File: config.mk
export PLATFORM = sky130hd
export DESIGN_NAME = flip_flop
export DESIGN_NICKNAME = d
export VERILOG_FILES = /design/src/rtl/flip_flop_pkg.sv /design/src/rtl/flip_flop_stage.sv /design/src/rtl/flip_flop.sv
export SDC_FILE = /design/constraint.sdc
export NUM_CORES = 1
export LEC_CHECK = 0
export CAP_MARGIN = 15
export CORE_AREA = 4 4 41 43
export DETAILED_ROUTE_END_ITERATION = 6
export DIE_AREA = 0 0 45 47
export PLACE_DENSITY = 0.51
export SLEW_MARGIN = 15
export SYNTH_ARGS = -nofsm -noshare
export SYNTH_HDL_FRONTEND = slang
export SYNTH_SLANG_ARGS = --single-unit
File: constraint.sdc
create_clock -name clk -period 0.8 [get_ports clk]
set_input_delay 0.16 -clock clk [delete_from_list [all_inputs] [get_ports clk]]
set_output_delay 0.16 -clock clk [all_outputs]
set_load 0.01 [all_outputs]
File: src/rtl/flip_flop_pkg.sv
// Shared defaults and datapath word type for the flip_flop storage element.
package flip_flop_pkg;

    localparam int DEFAULT_WIDTH       = 8;
    localparam int DEFAULT_RESET_VALUE = 0;
    localparam int DEFAULT_STAGES      = 1;

    typedef logic [DEFAULT_WIDTH-1:0] word_t;

endpackage

File: src/rtl/flip_flop_stage.sv
// Single WIDTH-bit register stage with synchronous active-high reset to RESET_VALUE.
module flip_flop_stage
    import flip_flop_pkg::*;
#(
    parameter int                WIDTH       = DEFAULT_WIDTH,
    parameter logic [WIDTH-1:0]  RESET_VALUE = WIDTH'(DEFAULT_RESET_VALUE)
) (
    input  logic             clk_i,
    input  logic             reset_i,
    input  logic [WIDTH-1:0] d_i,
    output logic [WIDTH-1:0] q_o
);

    logic [WIDTH-1:0] data_q;

    always_ff @(posedge clk_i) begin
        if (reset_i) begin
            data_q <= RESET_VALUE;
        end else begin
            data_q <= d_i;
        end
    end

    assign q_o = data_q;

endmodule

File: src/rtl/flip_flop.sv
// Width-parameterised synchronously reset D register, STAGES deep.
// Define FLIP_FLOP_ASSERT_EN to compile in simulation-only checks.
module flip_flop
    import flip_flop_pkg::*;
#(
    parameter int                WIDTH       = DEFAULT_WIDTH,
    parameter logic [WIDTH-1:0]  RESET_VALUE = WIDTH'(DEFAULT_RESET_VALUE),
    parameter int                STAGES      = DEFAULT_STAGES
) (
    input  logic             clk,
    input  logic             reset,
    input  logic [WIDTH-1:0] d,
    output logic [WIDTH-1:0] q
);

    logic [WIDTH-1:0] stage_d [STAGES];
    logic [WIDTH-1:0] stage_q [STAGES];

    for (genvar k = 0; k < STAGES; k++) begin : g_stage
        if (k == 0) begin : g_first
            assign stage_d[k] = d;
        end else begin : g_chain
            assign stage_d[k] = stage_q[k-1];
        end

        flip_flop_stage #(
            .WIDTH       (WIDTH),
            .RESET_VALUE (RESET_VALUE)
        ) u_stage (
            .clk_i   (clk),
            .reset_i (reset),
            .d_i     (stage_d[k]),
            .q_o     (stage_q[k])
        );
    end

    assign q = stage_q[STAGES-1];

`ifdef FLIP_FLOP_ASSERT_EN
    if (STAGES < 1) begin : g_bad_stages
        $error("flip_flop: STAGES must be >= 1");
    end
    if (WIDTH < 1) begin : g_bad_width
        $error("flip_flop: WIDTH must be >= 1");
    end

    // Edges since the last reset edge, saturating at STAGES.
    int unsigned clean_q;
    logic        seen_reset_q;

    always_ff @(posedge clk) begin
        if (reset) begin
            clean_q      <= '0;
            seen_reset_q <= 1'b1;
        end else if (clean_q < unsigned'(STAGES)) begin
            clean_q <= clean_q + 1;
        end
    end

    a_reset_value : assert property (@(posedge clk) reset |=> (q == RESET_VALUE));

    a_latency : assert property (@(posedge clk)
        ((seen_reset_q === 1'b1) && (clean_q >= unsigned'(STAGES))) |-> (q == $past(d, STAGES)));

    a_no_x : assert property (@(posedge clk) (seen_reset_q === 1'b1) |-> !$isunknown(q));
`endif

endmodule

; Word level (Yosys, flattened, before mapping)
; Index checks and enable logic that the tools add are counted.
[word_totals]
regBits = 8
input_bits = 10
out_inout_bits = 8
wordCells = 1

; Longest topological paths before layout
; Gate-level depths: netlist of the first run.
[logic_depth]
word_depth = 0
mapped_depth = 1
mapped_depth_nobuf = 1

; Least setup slack after synthesis of the first run
; Ideal clock, no wire load.
[synth_path]
kind = register to output
startpoint = register g_stage[0].u_stage.data_q[0]
endpoint = output q[0]
arrival_ns = 0.331
required_time_ns = 0.640
setup_slack_ns = 0.309
path_stages_with_launch = 1
path_cell_list = dfxtp_1
[synth_lines]
columns = element, line
row1 = "start, declared", flip_flop_stage.sv:14  ; logic [WIDTH-1:0] data_q;
row2 = "start signal, assigned", flip_flop_stage.sv:20  ; data_q <= d_i;
row3 = "end, declared", flip_flop.sv:13  ; output logic [WIDTH-1:0] q
; No word-level cell between the ends.

; Final worst setup path of the first run
[layout_path]
startpoint = register g_stage[0].u_stage.data_q[0]
endpoint = output q[0]
; No word-level cell between the ends.

==> impl_metrics.ini, run 1 <==
[cts]
root_buffer = clkbuf_4
cts_buffers = 3
cts_tree = yes
h-tree-depth = 1
path_clk_slew_ns = 0.05
cts.sinks = 8
cts.path.max_buffers = 2

[sta]
fmax_mhz = 1200
min_period_ns = 0.831
slew_headroom_pct = 83.5
holdWs_ns = 0.463
finalCritPeriodShare_pct = 104
finalSetupViolations = 8
worst_pin_slew_ns = 0.247
finalHoldViolCount = 0
postLayoutSetupSlackWorst_ns = -0.0315
drv_slew = 0
rsz0062_at_grt = yes

[die]
initial_core_util_pct = 16.2
ios = 18
dieArea_sq_um = 2120
die_w_microns = 45
die_y_microns = 47
rows = 13
core_area_sq_um = 1300

[placed_design]
port_buffers = 17
gp_congestion = 0.545
dp.cells = 48

[drt]
via_per_inst = 3.55
dr_total_vias = 181
drc_errors = 0
wl_per_cell_microns = 8.61
ant_nets = 0
wirelength_microns = 439
drt_first_pass_iters = 1
drt-initial-drc-count = 0

[synthesis]
synthTopCellsByCount = 8 x dfxtp_1, 8 x nor2b_1
netlist_top_cells_area = dfxtp_1 76%, nor2b_1 24%
syn-cell-area_sq_um = 210
synth.distinct_cells = 2
syn_inst = 16
yosysTopAreaCellShare_pct = 76.2
syn_avg_cell_area_sq_um = 13.1
ys.flop_type = dfxtp_1
async_reset_ff_share_pct = 0
syn_nets = 26
ys_seq_area_share_pct = 76.2
synth_seq_cells = 8
yosys.area.top_type = dfxtp_1
synth-edff-count = 0
ys_warn_count = 0

[power]
cellPowerDensity_nw_per_um2 = 2080
total_power_mw = 0.826
p_leak_nw = 0.174
peakVddDrop_mv = 0.782

[final_layout]
drive_gt1_share_pct = 36.1
synthToLayoutAreaGrowth_pct = 88.7
fin_cells = 51
num-nets-final = 48
largest_reg_flops = 8
diodes = 0

[grt]
grt_pass1_wl_microns = 669
grt_pass1_vias = 201
grt_max_degree = 9
antenna_found_initial = 0
grtUsageTotal_pct = 5.00
grt.overflow.total = 0

[setup_path]
slowest_delay_ns = 0.31
crit_family = flip-flops
required_ns = 0.64
worst_setup_path_end_kind = output pin
startpoint_type = flop
crit_path_cell_trace = buf_6
cp_data_arrival_time_ns = 0.67
worstSetupPathType = flop to output pin
path_buf_inv = 1
worstPathMaxFanout = 1
crit_path_top_delay_cell = dfxtp_2

[status]
violations = setup timing
status = finished, violations left

[min_path]
worst_hold_path_type = input pin to flop

[run]
max_cap_violations = 0
cells by family after synthesis:
| family | Yosys count | share of synthesized area (%) |
|---|---|---|
| and+or+nand+nor | 8 | 23.8 |
| DFF | 8 | 76.2 |
placed cells by master, fill, tap and decap left out:
master	instances
dfxtp_2	2
clkbuf_4	3
buf_2	6
nor2b_1	8
buf_6	2
dfxtp_1	6
clkdlybuf4s50_1	9
per-layer routing:
metal / up-vias / track usage [%] / share of wire (%) / routed length [microns]
met5: - / 0 / 0 / 0
met1: 77 / 3.68 / 32 / 140
li1: 89 / - / - / -
met4: 0 / 7.02 / 2.5 / 11
met2: 13 / 7.63 / 49 / 216
met3: 2 / 3.07 / 16 / 71
repair_timing:
action | in CTS | in global routing
setup buffers | 0 | 0
pin swaps | 0 | 0
gates resized for setup | 32 | 4
endpoints found under the setup margin | 8 | 8
gates cloned | 0 | 0
hold buffers | 0 | 0
through the flow:
stage	setup slack (ns)	setup TNS, ns	instance area (sq um)	util (%)
finish	-0.0315	-0.205	397	30.5
global route	-0.0562	-0.388	397	30.5
CTS	-0.0472	-0.311	382	29.3
detailed placement	-0.186	-2.84	399	30.7
global placement	-0.180	-2.77	399	30.7
floorplan	0.309	0	210	-
path summary, 6_finish.rpt:
| kind | startpoint | end | slack (ns) | cells past startpoint |
|---|---|---|---|---|
| hold / removal | d[5] | g_stage[0].u_stage.q_o[5] | 0.46 | 2 |
| setup / recovery | g_stage[0].u_stage.q_o[0] | q[0] | -0.03 | 1 |
power breakdown:
group	total, mW	internal [mW]	leakage [nW]	switching, mW
Sequential	0.426	0.421	0.0672	0.00498
Combinational	0.0984	0.0674	0.0935	0.0310
Clock	0.301	0.171	0.0138	0.130
Total	0.826	0.660	0.174	0.166
final cells by class:
class                      instances  area, sq um
clock buffer                       3         22.5
multi-input combinational          8         50.0
sequential                         8          163
timing repair buffer              17          143
fill                             147          905
tap                               15         18.8
Note: power is estimated with default switching activity, not from simulation.
==> inputs of run 2 (changes only) <==
--- a/config.mk
+++ b/config.mk
@@ -10,6 +10,7 @@
 export DETAILED_ROUTE_END_ITERATION = 6
 export DIE_AREA = 0 0 45 47
 export PLACE_DENSITY = 0.51
+export REMOVE_ABC_BUFFERS = 1
 export SLEW_MARGIN = 15
 export SYNTH_ARGS = -nofsm -noshare
 export SYNTH_HDL_FRONTEND = slang
==> results of run 2 <==
No change in the layout: final DEF, timing and power equal those of run 1.
